--- config.mk ---
export PLATFORM = sky130hd
export DESIGN_NAME = hbuf_ddr3_pg_xfer
export DESIGN_NICKNAME = d
export VERILOG_FILES = /design/src/rtl/hbuf_ddr3_pg_xfer.sv
export SDC_FILE = /design/constraint.sdc
export NUM_CORES = 1
export LEC_CHECK = 0
export CORE_MARGIN = 8
export CORE_UTILIZATION = 46
export CTS_CLUSTER_DIAMETER = 60
export DETAILED_ROUTE_END_ITERATION = 16
export PLACE_DENSITY_LB_ADDON = 0.08
export SYNTH_ARGS = -nofsm -noshare
export SYNTH_HDL_FRONTEND = slang
export SYNTH_SLANG_ARGS = --single-unit
--- constraint.sdc ---
create_clock -name clk -period 4 [get_ports clk]
set_input_delay 0.6 -clock clk [delete_from_list [all_inputs] [get_ports clk]]
set_output_delay 0.6 -clock clk [all_outputs]
set_load 0.01 [all_outputs]
--- src/rtl/hbuf_ddr3_pg_xfer.sv ---
// DDR3-side page mover for the hit buffer: moves one page between the hbuf DPRAMs
// and the MIG app interface, serving the pg_req/pg_ack 4-phase handshake.
module hbuf_ddr3_pg_xfer #(
    parameter int P_PG_WORDS     = 256,
    parameter int P_ADDR_INC     = 8,
    parameter int P_DPRAM_RD_LAT = 1
) (
    input  logic         clk,
    input  logic         rst,
    input  logic         init_calib_complete,
    input  logic         pg_req,
    input  logic         pg_optype,
    input  logic [27:0]  pg_addr,
    output logic         pg_ack,
    output logic [7:0]   dpram_rd_addr,
    input  logic [127:0] dpram_dout,
    output logic [7:0]   dpram_wr_addr,
    output logic [127:0] dpram_din,
    output logic         dpram_wren,
    output logic [27:0]  app_addr,
    output logic [2:0]   app_cmd,
    output logic         app_en,
    input  logic         app_rdy,
    output logic [127:0] app_wdf_data,
    output logic         app_wdf_wren,
    output logic         app_wdf_end,
    input  logic         app_wdf_rdy,
    input  logic [127:0] app_rd_data,
    input  logic         app_rd_data_valid,
    output logic         busy,
    output logic [15:0]  n_pg_done
);

    localparam int CW = $clog2(P_PG_WORDS + 1);
    localparam int FD = 4;
    localparam logic [CW-1:0] PG_LAST = CW'(P_PG_WORDS - 1);
    localparam logic [CW-1:0] PG_FULL = CW'(P_PG_WORDS);

    typedef enum logic [1:0] {IDLE, WR, RD, ACK} state_t;

    state_t                    state;
    logic                      sync1, req_s;
    logic [27:0]               base;
    logic [CW-1:0]             cmd_cnt, dat_cnt, rd_cnt;
    logic [P_DPRAM_RD_LAT-1:0] pf_vld;
    logic [127:0]              fifo_mem [FD];
    logic [1:0]                fifo_wp, fifo_rp;
    logic [2:0]                fifo_cnt, occ;

    logic beat_acc, cmd_acc, rd_issue, fifo_push;

    // occ counts prefetched words in flight plus words parked in the FIFO, so a
    // DPRAM read is only launched when its data is guaranteed a slot.
    assign beat_acc  = app_wdf_wren && app_wdf_rdy;
    assign cmd_acc   = app_en && app_rdy;
    assign rd_issue  = (state == WR) && (rd_cnt < PG_FULL) && (occ < 3'(FD));
    assign fifo_push = pf_vld[P_DPRAM_RD_LAT-1];

    assign busy         = (state != IDLE);
    assign app_wdf_wren = (state == WR) && (fifo_cnt != 3'd0);
    assign app_wdf_end  = app_wdf_wren;
    assign app_wdf_data = app_wdf_wren ? fifo_mem[fifo_rp] : '0;
    assign app_cmd      = (state == RD) ? 3'b001 : 3'b000;
    assign app_addr     = (state == WR || state == RD)
                        ? base + 28'(cmd_cnt) * 28'(P_ADDR_INC) : '0;
    // A write command never runs ahead of its data beat; the equal case may go
    // out together with the beat being accepted in the same cycle.
    assign app_en = ((state == WR) && ((cmd_cnt < dat_cnt) || (cmd_cnt == dat_cnt && beat_acc)))
                 || ((state == RD) && (cmd_cnt < PG_FULL));

    // NOTE: the FIFO storage carries no reset; nothing reads it until fifo_cnt
    // says an entry is valid, and the output mux forces zero otherwise.
    always_ff @(posedge clk) begin
        if (fifo_push)
            fifo_mem[fifo_wp] <= dpram_dout;
    end

    // NOTE: rst is sampled only at the clock edge, so it belongs inside the
    // clocked branch rather than in the sensitivity list.
    always_ff @(posedge clk) begin
        if (!rst) begin
            state         <= IDLE;
            sync1         <= 1'b0;
            req_s         <= 1'b0;
            base          <= '0;
            cmd_cnt       <= '0;
            dat_cnt       <= '0;
            rd_cnt        <= '0;
            pf_vld        <= '0;
            fifo_wp       <= '0;
            fifo_rp       <= '0;
            fifo_cnt      <= '0;
            occ           <= '0;
            pg_ack        <= 1'b0;
            n_pg_done     <= '0;
            dpram_rd_addr <= '0;
            dpram_wr_addr <= '0;
            dpram_din     <= '0;
            dpram_wren    <= 1'b0;
        end else begin
            sync1 <= pg_req;
            req_s <= sync1;
            case (state)
                IDLE: begin
                    if (req_s && !pg_ack && init_calib_complete) begin
                        base          <= pg_addr;
                        cmd_cnt       <= '0;
                        dat_cnt       <= '0;
                        rd_cnt        <= '0;
                        pf_vld        <= '0;
                        fifo_wp       <= '0;
                        fifo_rp       <= '0;
                        fifo_cnt      <= '0;
                        occ           <= '0;
                        dpram_rd_addr <= '0;
                        state         <= pg_optype ? RD : WR;
                    end
                end
                WR: begin
                    if (rd_issue) begin
                        rd_cnt <= rd_cnt + 1'b1;
                        if (rd_cnt != PG_LAST)
                            dpram_rd_addr <= dpram_rd_addr + 8'd1;
                    end
                    pf_vld[0] <= rd_issue;
                    for (int i = 1; i < P_DPRAM_RD_LAT; i++)
                        pf_vld[i] <= pf_vld[i-1];
                    if (fifo_push) fifo_wp <= fifo_wp + 2'd1;
                    if (beat_acc)  fifo_rp <= fifo_rp + 2'd1;
                    fifo_cnt <= fifo_cnt + 3'(fifo_push) - 3'(beat_acc);
                    occ      <= occ + 3'(rd_issue) - 3'(beat_acc);
                    if (beat_acc) dat_cnt <= dat_cnt + 1'b1;
                    if (cmd_acc)  cmd_cnt <= cmd_cnt + 1'b1;
                    if (cmd_cnt == PG_FULL && dat_cnt == PG_FULL) begin
                        state     <= ACK;
                        pg_ack    <= 1'b1;
                        n_pg_done <= n_pg_done + 16'd1;
                    end
                end
                RD: begin
                    if (cmd_acc) cmd_cnt <= cmd_cnt + 1'b1;
                    dpram_wren <= 1'b0;
                    if (app_rd_data_valid && dat_cnt < PG_FULL) begin
                        dpram_wren    <= 1'b1;
                        dpram_din     <= app_rd_data;
                        dpram_wr_addr <= 8'(dat_cnt);
                        dat_cnt       <= dat_cnt + 1'b1;
                    end
                    // The last wren is already on the port once dat_cnt is full.
                    if (dat_cnt == PG_FULL) begin
                        state     <= ACK;
                        pg_ack    <= 1'b1;
                        n_pg_done <= n_pg_done + 16'd1;
                    end
                end
                ACK: begin
                    if (!req_s) begin
                        pg_ack <= 1'b0;
                        state  <= IDLE;
                    end
                end
                default: state <= IDLE;
            endcase
        end
    end

endmodule

### Word level (Yosys, flattened, before mapping)

Memory sizes are Yosys's and may differ from the RTL's. A register that Yosys moved wholly into a read port is not among the register bits.
Index checks and enable logic that the tools add are counted.

* reductions and logical operators: 37
* multiplexer cells: 43
* add/sub/neg operators: 12
* equality and inequality tests: 17
* $lt $le $gt $ge: 5

Operators with widths (count)
* $mux W128: 1
* $mux W9: 5
* $pmux W9 S2: 2
* $mux W16: 2
* $pmux W16 S2: 1
* $add A28 B12 Y28: 1
* $mux W28: 1
* $add A9 B1 Y9 const B: 3
* $lt A9 B9 Y1 const B: 3
* $pmux W9 S3: 1
* $mux W8: 3
* $mux W2: 10
* $eq A9 B9 Y1 const B: 2
* $add A16 B1 Y16 const B: 1
* $pmux W8 S2: 1
* $reduce_and A4 Y1: 4
* $reduce_and A3 Y1: 5
* $logic_and A1 B1 Y1: 12
* $pmux W3 S2: 2
* $ne A2 B1 Y1 const B: 5
* $ne A2 B2 Y1 const B: 5
* $eq A9 B9 Y1: 1
* $lt A9 B9 Y1: 1
* $ne A9 B8 Y1 const B: 1
* other kinds (20): 41

* bits in writable memories: 512
* register bits: 232
* word-level logic and storage cells: 133
* output and inout bits: 325
* memories kept: 1
* input port bits: 292

Memory list
* fifo_mem: depth 4, bits a word 128, rd ports 1, clocked after memory_dff 1, wr ports 1, RTL line 46 `logic [127:0] fifo_mem [FD];`

### Depth between registers and ports, before layout

* depth after elaboration: 10
* depth in mapped cells: 14
* depth with buffers taken out: 14

### Worst setup path before layout

No wires, ideal clock.

* kind: reg2reg
* start: register fifo_wp[0]
* end: memory fifo_mem[0][0] (enable)
* stages on the path, launching flop included: 4
* arrival time: 3493 ps
* period minus slack after synthesis: 3995 ps
* setup slack: 5 ps
* buffers on the path: 0
* data required time: 3498 ps
* library setup time: 502 ps
* cell sequence: dfxtp_1 -> inv_1 -> ha_1 -> and2_1

RTL lines
* start: declaration: RTL line 47 `logic [1:0] fifo_wp, fifo_rp;`
* start signal: assignment: RTL line 128 `if (fifo_push) fifo_wp <= fifo_wp + 2'd1;`
* end: declaration: RTL line 46

Straight into the memory's write port.

### Worst setup path after layout

* start: register cmd_cnt[0]
* end: output app_addr[25]

* longest elaborated chain between the ends: 2

Ends and longest elaborated chain
* start: declaration: RTL line 44 `logic [CW-1:0] cmd_cnt, dat_cnt, rd_cnt;`
* start signal: assignment: RTL line 133 `if (cmd_acc) cmd_cnt <= cmd_cnt + 1'b1;`
* start signal: assignment: RTL line 141 `if (cmd_acc) cmd_cnt <= cmd_cnt + 1'b1;`
* $add A28 B12 Y28: RTL line 65 `? base + 28'(cmd_cnt) * 28'(P_ADDR_INC) : '0;`
* $mux W28: RTL line 65
* end: declaration: RTL line 20 `output logic [27:0] app_addr,`

Every way passes these cells.

==> impl_metrics.csv <==
group,metric,value,unit
clock_network,h-tree-depth,3,
timing,slew_headroom,0.462,
logic_synthesis,synthCells,2091,
worst_setup_path,r2r_setup_slack,1210,ps
global_routing,grt_pass1_wl,124000,um
cells_and_area,fillerInstances,4781,
floorplan,die_area,72400,um^2
worst_setup_path,max_stage_delay,530,ps
worst_setup_path,crit_slowest_cell,"clkdlybuf4s50_1",
worst_setup_path,startpoint,"cmd_cnt[0]",
global_routing,grt_max_degree,87,
clock_network,cts_tree,"built",
clock_network,insertion_delay,610,ps
logic_synthesis,ys_ff_latch,746,
cells_and_area,area_growth,33.7,%
floorplan,io-pin-count,617,
logic_synthesis,synthArstFlopShare,0,
logic_synthesis,yosysUniqueCellTypes,66,
floorplan,die_h,269,um
worst_setup_path,end_kind,"output port",
flow_run,max_cap_violations,0,
clock_network,cts_hold_buffers,0,
global_routing,met2_usage,0.380,
timing,slew_violations,0,
global_routing,grt_pass1_vias,19200,
detailed_routing,drt_iter0_drc,1330,
logic_synthesis,synthMostInstantiatedCell,"edfxtp_1",
cells_and_area,design_area,39400,um^2
logic_synthesis,syn-mean-instance-area,14.1,um^2
detailed_routing,via_per_inst,5.27,
worst_setup_path,arrival,3220,ps
global_routing,grt_usage,0.221,
worst_setup_path,critPathKind,"flip-flop to output port",
floorplan,core_area,63200,um^2
detailed_routing,num_vias,19100,
clock_network,cts_buffers,79,
pwr,peakVddDrop,368,uV
global_routing,grt_overflow,0,
run_status,status,"complete, no violations",
place,placed_cell_area,36700,um^2
logic_synthesis,synth_edf_count,512,
global_routing,busiest_layer,"met2",
clock_network,cts-root-buf,"clkbuf_16",
logic_synthesis,ys_seq_area_frac,0.681,
timing,max_clock_freq,262,MHz
floorplan,start_util,0.466,
place,dp_cells,3476,
timing,finalSetupTns,0,ps
worst_setup_path,crit_fanout,7,
detailed_routing,postRouteWirelength,82600,um
pwr,p_leak,12.9,nW
detailed_routing,drc,0,
cells_and_area,fin_util,0.624,
global_routing,grtUsageMet1,0.276,
worst_setup_path,worstSetupStartpointType,"flip-flop",
detailed_routing,dr.pass1.iters,4,
clock_network,path_clk_slew,60,ps
cells_and_area,instances_no_fill,3633,
worst_setup_path,required,3400,ps
timing,period_needed,3820,ps
timing,hold_viol_final,0,
cells_and_area,layout.nets,3049,
place,finalWeightedCongestion,0.868,
logic_synthesis,ys_top_cells_by_area,"edfxtp_1, dfxtp_1, mux4_2, nand2_1, and2_1",
logic_synthesis,syn_area,29500,um^2
min_path,min_from,"sync1",
logic_synthesis,synth_top_area_share,0.522,
min_path,hold_path_class,"flip-flop to flip-flop",
timing,setup_viol,0,
place,dpl.hpwl,57000,um
global_routing,antenna_found_initial,17,
timing,fin_crit_sh,0.955,
cells_and_area,drive_above_1_share,0.116,
detailed_routing,avgRoutedWirePerCell,22.7,um
global_routing,met3_usage,0.0636,
worst_setup_path,crit_chain,"ha_2, fa_2, a2111o_1, a31oi_4, a221oi_4, nand4_1, xnor2_1, and2_1, clkdlybuf4s50_1",
pwr,power,0.0177,W
place,portBuffers,614,
detailed_routing,ant_nets,0,
logic_synthesis,synth_top_cells_by_count,"edfxtp_1, nand2_1, dfxtp_1, a21oi_1, and2_1",
logic_synthesis,synth_top_area_cell,"edfxtp_1",
pwr,powerDensity,450,nW/um^2
floorplan,die_w,269,um
logic_synthesis,yosys_warnings,0,
timing,finClkSkew,19.8,ps
timing,worst_slew_pin_slew,807,ps
clock_network,clock_sinks,746,
floorplan,row_count,92,
logic_synthesis,synthFlopType,"edfxtp_1",
clock_network,clock_path_buffers,3,
worst_setup_path,r2r-start,"state[1]",
## critical path, delay by kind of cell (launching register included)
| kind | cells | cell delay, ps |
|---|---|---|
| AO/OA/AOI/OAI | 3 | 770 |
| adder cells (fa/ha/maj) | 2 | 580 |
| buffers and inverters | 1 | 530 |
| flip-flops | 1 | 350 |
| AND/OR/NAND/NOR | 2 | 270 |
| XOR/XNOR | 1 | 110 |
## through the flow
| step | worst slack, ps | hold slack [ps] |
|---|---|---|
| floorplan | 4.95 | 412 |
| global placement | 598 | 437 |
| detailed placement | 521 | 429 |
| CTS | 5.12 | 444 |
| global route | -7.88 | 456 |
| finish | 179 | 440 |
## placed cells by master, fill, tap and decap left out, types with 8 or more instances in the layout
cell type        count
a21oi_1            191
and2_1             152
and3_1               9
and4_1               8
buf_12              16
buf_4               25
clkbuf_1            16
clkbuf_16           81
clkdlybuf4s50_1    612
clkinv_1            10
clkinv_2            12
dfxtp_1            227
diode_2              8
edfxtp_1           512
ha_1                38
inv_1               27
mux4_2             128
nand2_1            381
nand3_1             31
nand4_1             18
nor2_1              62
nor2b_1             11
nor3_1               9
o21ai_0             17
xnor2_1             29
xor2_1              26
## area by class of cell
type                            count  area, um^2  area share
Sequential cell                   746       20100       0.509
Multi-Input combinational cell   1205        8910       0.226
Timing Repair Buffer              655        6650       0.169
Clock buffer                      104        2180      0.0552
Tap cell                          846        1060      0.0269
Clock inverter                     41         405      0.0103
Inverter                           28         110     0.00279
Antenna cell                        8        20.0    0.000508
## worst paths after layout
path                                endpoint  cells past startpoint
worst max-delay path            app_addr[25]                      9
worst min-delay path                   req_s                      1
worst max register to register        occ[2]                     15
worst min register to register         req_s                      1
## metal layers
layer	routed length (um)	part of all wire
met5	126	0.0015
met4	1110	0.013
met3	6390	0.077
met2	41900	0.51
met1	33100	0.40
## state kept, by name, indices dropped and copies added, names as in the netlist, 3 cells and up, named ones only
register,flops
occ,3
dpram_rd_addr,8
dpram_din,128
fifo_mem,512
dat_cnt,9
cmd_cnt,9
n_pg_done,16
fifo_cnt,3
base,28
rd_cnt,9
dpram_wr_addr,8
## cells by family (layout without fill, tap and decap cells)
logic type	after synthesis	after routing	share of synthesized area
AND/OR/NAND/NOR	719	719	0.117
other	1	10	0.000127
XOR/XNOR	55	55	0.0163
AO/OA/AOI/OAI	259	259	0.0498
adder cells (fa/ha/maj)	42	42	0.0186
flip-flops	746	746	0.681
buffers and inverters	141	828	0.0191
multiplexers	128	128	0.0978
## repair_timing
item | in CTS | in global routing
buffers inserted | 1 | 3
pin swaps | 1 | 2
cloned | 0 | 0
resized for setup | 7 | 5
endpoints found under the setup margin | 10 | 11
## report_power, final
group | switching, W | internal, W
registers | 0.000110 | 0.00843
clock network | 0.00302 | 0.00420
logic | 0.00110 | 0.000876
total | 0.00423 | 0.0135
(Power assumes the default switching activity.)
